[src/rtl/decode_stage.sv]
`default_nettype none
// ============================================================================
// Module   : decode_stage
// Purpose  : RV32I instruction decode stage placed directly in front of the
//            register file. It accepts fetched instructions over a valid/ready
//            handshake and drives the rs1/rs2 read addresses in the accept
//            cycle. All decoded control and immediate fields are registered,
//            so they reach execute in the same cycle as the register file's
//            registered read data.
// Ports    : clk, resetn (synchronous, active-low)
//            if_valid / if_ready / if_instr / if_pc   - fetch side handshake
//            rs1_addr / rs2_addr                      - register file read addrs
//            id_valid / ex_ready / flush              - execute side handshake
//            id_*                                     - registered decode bundle
// Revision : 1.0 - initial release
// ============================================================================
module decode_stage #(
    parameter int XLEN = 32
) (
    input  logic            clk,
    input  logic            resetn,
    input  logic            if_valid,
    output logic            if_ready,
    input  logic [31:0]     if_instr,
    input  logic [XLEN-1:0] if_pc,
    output logic [4:0]      rs1_addr,
    output logic [4:0]      rs2_addr,
    output logic            id_valid,
    input  logic            ex_ready,
    input  logic            flush,
    output logic [XLEN-1:0] id_pc,
    output logic [4:0]      id_rd,
    output logic [XLEN-1:0] id_imm,
    output logic [3:0]      id_alu_op,
    output logic            id_alu_src_imm,
    output logic            id_alu_src_pc,
    output logic            id_reg_write,
    output logic            id_mem_read,
    output logic            id_mem_write,
    output logic [2:0]      id_mem_funct3,
    output logic            id_branch,
    output logic            id_jump,
    output logic            id_illegal
);

    // Opcodes
    localparam logic [6:0] c_OP_LUI    = 7'b0110111;
    localparam logic [6:0] c_OP_AUIPC  = 7'b0010111;
    localparam logic [6:0] c_OP_JAL    = 7'b1101111;
    localparam logic [6:0] c_OP_JALR   = 7'b1100111;
    localparam logic [6:0] c_OP_BRANCH = 7'b1100011;
    localparam logic [6:0] c_OP_LOAD   = 7'b0000011;
    localparam logic [6:0] c_OP_STORE  = 7'b0100011;
    localparam logic [6:0] c_OP_IMM    = 7'b0010011;
    localparam logic [6:0] c_OP_REG    = 7'b0110011;
    localparam logic [6:0] c_OP_FENCE  = 7'b0001111;

    // ALU operation encoding
    localparam logic [3:0] c_ALU_ADD   = 4'd0;
    localparam logic [3:0] c_ALU_SUB   = 4'd1;
    localparam logic [3:0] c_ALU_SLL   = 4'd2;
    localparam logic [3:0] c_ALU_SLT   = 4'd3;
    localparam logic [3:0] c_ALU_SLTU  = 4'd4;
    localparam logic [3:0] c_ALU_XOR   = 4'd5;
    localparam logic [3:0] c_ALU_SRL   = 4'd6;
    localparam logic [3:0] c_ALU_SRA   = 4'd7;
    localparam logic [3:0] c_ALU_OR    = 4'd8;
    localparam logic [3:0] c_ALU_AND   = 4'd9;
    localparam logic [3:0] c_ALU_PASSB = 4'd10;

    // ------------------------------------------------------------------
    // Handshake
    // ------------------------------------------------------------------
    logic       r_valid;
    logic [4:0] r_rs1_hold;
    logic [4:0] r_rs2_hold;
    logic       w_accept;

    assign if_ready = !r_valid || ex_ready;
    assign w_accept = if_valid && if_ready && !flush;
    assign id_valid = r_valid;

    // Outside an accept the read addresses stay on the last accepted
    // instruction so the register file read data stays stable in a stall.
    assign rs1_addr = w_accept ? if_instr[19:15] : r_rs1_hold;
    assign rs2_addr = w_accept ? if_instr[24:20] : r_rs2_hold;

    // ------------------------------------------------------------------
    // Combinational decode of the offered instruction
    // ------------------------------------------------------------------
    logic [6:0]         w_opcode;
    logic [2:0]         w_funct3;
    logic               w_f7b5;
    logic signed [31:0] w_imm_i;
    logic signed [31:0] w_imm_s;
    logic signed [31:0] w_imm_b;
    logic signed [31:0] w_imm_u;
    logic signed [31:0] w_imm_j;

    assign w_opcode = if_instr[6:0];
    assign w_funct3 = if_instr[14:12];
    assign w_f7b5   = if_instr[30];

    assign w_imm_i = {{20{if_instr[31]}}, if_instr[31:20]};
    assign w_imm_s = {{20{if_instr[31]}}, if_instr[31:25], if_instr[11:7]};
    assign w_imm_b = {{19{if_instr[31]}}, if_instr[31], if_instr[7],
                      if_instr[30:25], if_instr[11:8], 1'b0};
    assign w_imm_u = {if_instr[31:12], 12'b0};
    assign w_imm_j = {{11{if_instr[31]}}, if_instr[31], if_instr[19:12],
                      if_instr[20], if_instr[30:21], 1'b0};

    logic signed [31:0] w_imm32;
    logic [3:0]         w_alu_op;
    logic               w_src_imm;
    logic               w_src_pc;
    logic               w_reg_write;
    logic               w_mem_read;
    logic               w_mem_write;
    logic [2:0]         w_mem_funct3;
    logic               w_branch;
    logic               w_jump;
    logic               w_illegal;
    logic [4:0]         w_rd;

    always_comb begin
        w_imm32      = '0;
        w_alu_op     = c_ALU_ADD;
        w_src_imm    = 1'b0;
        w_src_pc     = 1'b0;
        w_reg_write  = 1'b0;
        w_mem_read   = 1'b0;
        w_mem_write  = 1'b0;
        w_mem_funct3 = 3'b000;
        w_branch     = 1'b0;
        w_jump       = 1'b0;
        w_illegal    = 1'b0;

        case (w_opcode)
            c_OP_LUI: begin
                w_imm32     = w_imm_u;
                w_alu_op    = c_ALU_PASSB;
                w_src_imm   = 1'b1;
                w_reg_write = 1'b1;
            end
            c_OP_AUIPC: begin
                w_imm32     = w_imm_u;
                w_src_imm   = 1'b1;
                w_src_pc    = 1'b1;
                w_reg_write = 1'b1;
            end
            c_OP_JAL: begin
                // ALU forms the target PC + imm; the link value comes from execute
                w_imm32     = w_imm_j;
                w_src_imm   = 1'b1;
                w_src_pc    = 1'b1;
                w_jump      = 1'b1;
                w_reg_write = 1'b1;
            end
            c_OP_JALR: begin
                w_imm32     = w_imm_i;
                w_src_imm   = 1'b1;
                w_jump      = 1'b1;
                w_reg_write = 1'b1;
            end
            c_OP_BRANCH: begin
                w_imm32      = w_imm_b;
                w_branch     = 1'b1;
                w_mem_funct3 = w_funct3;
            end
            c_OP_LOAD: begin
                w_imm32      = w_imm_i;
                w_src_imm    = 1'b1;
                w_mem_read   = 1'b1;
                w_mem_funct3 = w_funct3;
                w_reg_write  = 1'b1;
            end
            c_OP_STORE: begin
                w_imm32      = w_imm_s;
                w_src_imm    = 1'b1;
                w_mem_write  = 1'b1;
                w_mem_funct3 = w_funct3;
            end
            c_OP_IMM, c_OP_REG: begin
                w_reg_write = 1'b1;
                if (w_opcode == c_OP_IMM) begin
                    w_imm32   = w_imm_i;
                    w_src_imm = 1'b1;
                end
                case (w_funct3)
                    // funct7[5] on OP-IMM ADDI is part of the immediate, not SUB
                    3'b000:  w_alu_op = (w_opcode == c_OP_REG && w_f7b5) ? c_ALU_SUB : c_ALU_ADD;
                    3'b001:  w_alu_op = c_ALU_SLL;
                    3'b010:  w_alu_op = c_ALU_SLT;
                    3'b011:  w_alu_op = c_ALU_SLTU;
                    3'b100:  w_alu_op = c_ALU_XOR;
                    3'b101:  w_alu_op = w_f7b5 ? c_ALU_SRA : c_ALU_SRL;
                    3'b110:  w_alu_op = c_ALU_OR;
                    default: w_alu_op = c_ALU_AND;
                endcase
            end
            c_OP_FENCE: begin
                // Treated as a NOP: no writeback, no memory access
            end
            default: begin
                w_illegal = 1'b1;
            end
        endcase
    end

    // Destination is zero whenever nothing is written back
    assign w_rd = w_reg_write ? if_instr[11:7] : 5'd0;

    // ------------------------------------------------------------------
    // Pipeline register
    // ------------------------------------------------------------------
    always_ff @(posedge clk) begin
        if (!resetn) begin
            r_valid        <= 1'b0;
            r_rs1_hold     <= 5'd0;
            r_rs2_hold     <= 5'd0;
            id_pc          <= '0;
            id_rd          <= 5'd0;
            id_imm         <= '0;
            id_alu_op      <= 4'd0;
            id_alu_src_imm <= 1'b0;
            id_alu_src_pc  <= 1'b0;
            id_reg_write   <= 1'b0;
            id_mem_read    <= 1'b0;
            id_mem_write   <= 1'b0;
            id_mem_funct3  <= 3'd0;
            id_branch      <= 1'b0;
            id_jump        <= 1'b0;
            id_illegal     <= 1'b0;
        end else begin
            // flush wins; accept already excludes flush
            if (flush)
                r_valid <= 1'b0;
            else if (w_accept)
                r_valid <= 1'b1;
            else if (ex_ready)
                r_valid <= 1'b0;

            if (w_accept) begin
                r_rs1_hold     <= if_instr[19:15];
                r_rs2_hold     <= if_instr[24:20];
                id_pc          <= if_pc;
                id_rd          <= w_rd;
                id_imm         <= XLEN'(w_imm32);
                id_alu_op      <= w_alu_op;
                id_alu_src_imm <= w_src_imm;
                id_alu_src_pc  <= w_src_pc;
                id_reg_write   <= w_reg_write;
                id_mem_read    <= w_mem_read;
                id_mem_write   <= w_mem_write;
                id_mem_funct3  <= w_mem_funct3;
                id_branch      <= w_branch;
                id_jump        <= w_jump;
                id_illegal     <= w_illegal;
            end
        end
    end

endmodule
`default_nettype wire

[config.mk]
export PLATFORM = sky130hd
export DESIGN_NAME = decode_stage
export DESIGN_NICKNAME = d
export VERILOG_FILES = /design/src/rtl/decode_stage.sv
export SDC_FILE = /design/constraint.sdc
export NUM_CORES = 1
export LEC_CHECK = 0
export BUFFER_PORTS_ARGS = -buffer_cell sky130_fd_sc_hd__buf_2
export CAP_MARGIN = 5
export CORE_ASPECT_RATIO = 1.1
export CORE_MARGIN = 2
export CORE_UTILIZATION = 48
export CTS_BUF_LIST = sky130_fd_sc_hd__clkbuf_8 sky130_fd_sc_hd__clkbuf_16
export DETAILED_ROUTE_END_ITERATION = 6
export GPL_TIMING_DRIVEN = 1
export PLACE_DENSITY = 0.8
export SETUP_SLACK_MARGIN = 0.1
export SLEW_MARGIN = 20
export SYNTH_ARGS = -nofsm -noshare
export SYNTH_HDL_FRONTEND = slang
export SYNTH_SLANG_ARGS = --single-unit
[constraint.sdc]
create_clock -name clk -period 3 [get_ports clk]
set_input_delay 0.9 -clock clk [delete_from_list [all_inputs] [get_ports clk]]
set_output_delay 0.9 -clock clk [all_outputs]
set_load 0.005 [all_outputs]
==> run metrics <==
Final Hold Viols 0; crit path to rs1_addr[1]; Pwr Total 0.00239 W; Max stage delay on crit path 0.34 ns; post-detail-place hpwl 8.08 mm; outcome completed; most common cell after layout, fill and taps aside buf_2; Hold Crit Start id_pc[27]$_SDFFE_PN0P_; DR vias/cell 5.50; die span in y 100 µm; CTS tree done; Leak 2.26 nW; Main synth FF type dfxtp_1; antenna violations before repair 1; Post-synth EDFFs 0; Cell Chain, Critical Path buf_2 > nor2b_2 > inv_1 > nand2b_4 > buf_6 > mux2_2 > buf_2; Final setup violation count 0; Fin Setup TNS 0 ns; crit path max fanout 6; CTS Buf Count 9; Core Area 8280 µm²; average size of a mapped cell 9.43 µm²; fraction of the yosys area taken by sequential cells 47.0%; Worst-path clk slew 0.11 ns; Hold Path Class register to register; die area 9180 µm²; initial drt markers 194; clk buf depth 2; port bufs 164; Crit path required time 2.10 ns; Worst slew margin 32.1%; Mapped Cells 429; Buf/Inv on CP 4; maximum vdd ir drop 254 µV; R2R setup slack 1.07 ns; Initial Util 48.9%; drt drc 0; Vias 3826; Peak Freq 354 MHz; Setup crit start ex_ready; worst-skew pair later-pin latency 0.37 ns; gr usage total 23.7%; CP Launch Type input port; placed insts 677; crit end category output pin; ratio of total power to cell area 464 nW/µm²; Synth Net Count 498; Rows 35; routed len/inst 16.0 µm; hold_buf cts 0; H-tree depth reported by CTS 3; Crit Path Class input port to output pin; Clock Skew 0.0144 ns; Worst path most repeated cell buf_2; CP Depth 7; Max Cap Violations 0; Area Overhead vs Synth 27.7%; count of cell types in the netlist 45; ys async rst share 0%; share of layout cells above drive strength 1 40.8%; Filler cells 749; r2r startpoint id_valid$_SDFFE_PP0P_; Die Width 91.5 µm; clk root buf clkbuf_8; synthesized area 4040 µm²; I/O pin cnt 165; Worst Tran Pin Value 1.02 ns; most frequent cells in the layout buf_2 (164), dfxtp_1 (95), nand2_1 (72); CTS sink count 95; Worst path slowest cell mux2_2; synthesized flop and latch total 95; DRT Pass-1 Iters 5; fin crit period 2.83 ns; Finished Layout Cells 696; largest net degree at the start of global routing 50; Critical Path AT 1.93 ns; GPL Wtd Cong 0.873; post-route clock period utilization 94.2%; vias in the first global route 3515; RSZ-0062 raised after global routing false; Reg2Reg Capture Point id_imm[8]$_SDFFE_PN0P_; Slew Limit Fails 0; Warnings, synthesis 0; first-pass GRT wire length 17.3 mm; Top delay family on crit path buffers and inverters; R2R depth 5; WL final 11.1 mm; total grt overflow 0; Final #Nets 648; antenna-violating nets left 0
## through the flow
| stage | setup WS, ns | utilization [%] | hold slack, ns | cell area [µm²] |
|---|---|---|---|---|
| floorplan | 0.129 | - | 0.448 | 4040 |
| global placement | 0.132 | 59.5 | 0.438 | 4920 |
| detailed placement | 0.0817 | 59.5 | 0.444 | 4920 |
| CTS | 0.137 | 62.2 | 0.459 | 5150 |
| global route | 0.110 | 62.4 | 0.477 | 5160 |
| finish | 0.174 | 62.4 | 0.457 | 5160 |
## logic make-up after synthesis
group / synth area share (%)
compound gates: 28.2
buf+inv: 5.41
flops: 47.0
mux: 3.03
simple gates: 16.3
## worst register-to-register path, stage by stage (launching register included)
cell	delay, ns
dfxtp_1	0.33
nor2b_2	0.15
buf_4	0.20
nor2_2	0.13
nor2_4	0.78
a22o_1	0.28
## layer usage
layer	vias to the layer above	global-route usage, %	part of all wire [%]
li1	1850	-	-
met1	1775	28.6	41
met2	181	40.7	48
met3	20	5.41	8.3
met4	0	9.67	2.2
met5	-	0	0
## registers in the layout (all words and copies together) (netlist names)
signal	flops
id_imm	32
id_alu_src_imm	1
id_alu_src_pc	1
id_valid	1
r_rs1_hold	5
id_mem_funct3	3
id_alu_op	4
id_pc	32
id_jump	1
id_illegal	1
id_reg_write	1
id_mem_read	1
r_rs2_hold	5
id_branch	1
id_mem_write	1
id_rd	5
## worst min-delay path by stage
stage          slack, ns  cells past startpoint                          end
3_5_place_dp        0.44                      2       id_pc[27]$_SDFFE_PN0P_
5_1_grt             0.48                      2  id_alu_src_imm$_SDFFE_PN0P_
3_3_place_gp        0.44                      2       id_pc[28]$_SDFFE_PN0P_
6_report            0.46                      2       id_pc[27]$_SDFFE_PN0P_
2_1_floorplan       0.45                      2     id_mem_read$_SDFFE_PN0P_
4_1_cts             0.46                      2    id_alu_op[2]$_SDFFE_PN0P_
## area by class of cell
type	instances	area [µm²]	area share, %
inverter	6	22.5	0.436
antenna	1	2.50	0.0485
clock inverter	7	62.6	1.21
timing repair buffer	177	960	18.6
tap	111	139	2.69
sequential	95	1900	36.8
clock buffer	9	124	2.40
multi-input combinational	290	1950	37.8
## report_power, final
group | internal (W) | total, W | switching, W | leakage, nW
registers | 0.00129 | 0.00130 | 0.0000127 | 0.771
logic | 0.000126 | 0.000300 | 0.000175 | 1.39
clock network | 0.000320 | 0.000789 | 0.000469 | 0.0980
## what timing repair did
action / CTS / global route
resized for setup: 2 / 1
hold endpoints to repair: 0 / 0
buffers inserted: 0 / 1
endpoints found under the setup margin: 5 / 6
gates cloned: 1 / 0
## Yosys cell counts, types with 3 or more instances
| library cell | n | area, µm² |
|---|---|---|
| a22oi_1 | 25 | 188 |
| inv_1 | 6 | 22.5 |
| nor3_1 | 8 | 40.0 |
| and2_1 | 10 | 62.6 |
| a22o_1 | 6 | 52.6 |
| o21ai_0 | 13 | 65.1 |
| mux2_2 | 10 | 113 |
| a21oi_1 | 47 | 235 |
| clkbuf_1 | 15 | 56.3 |
| buf_4 | 5 | 37.5 |
| nand2_1 | 72 | 270 |
| nand3_1 | 3 | 15.0 |
| nand2b_1 | 5 | 31.3 |
| and3_1 | 3 | 18.8 |
| dfxtp_1 | 95 | 1900 |
| nor2_1 | 20 | 75.1 |
| buf_2 | 16 | 80.1 |
| nor2b_1 | 4 | 25.0 |
| o2bb2ai_1 | 7 | 61.3 |
| o2bb2ai_2 | 20 | 300 |
| a32oi_1 | 9 | 78.8 |
Power figures use the tool's default switching activity.
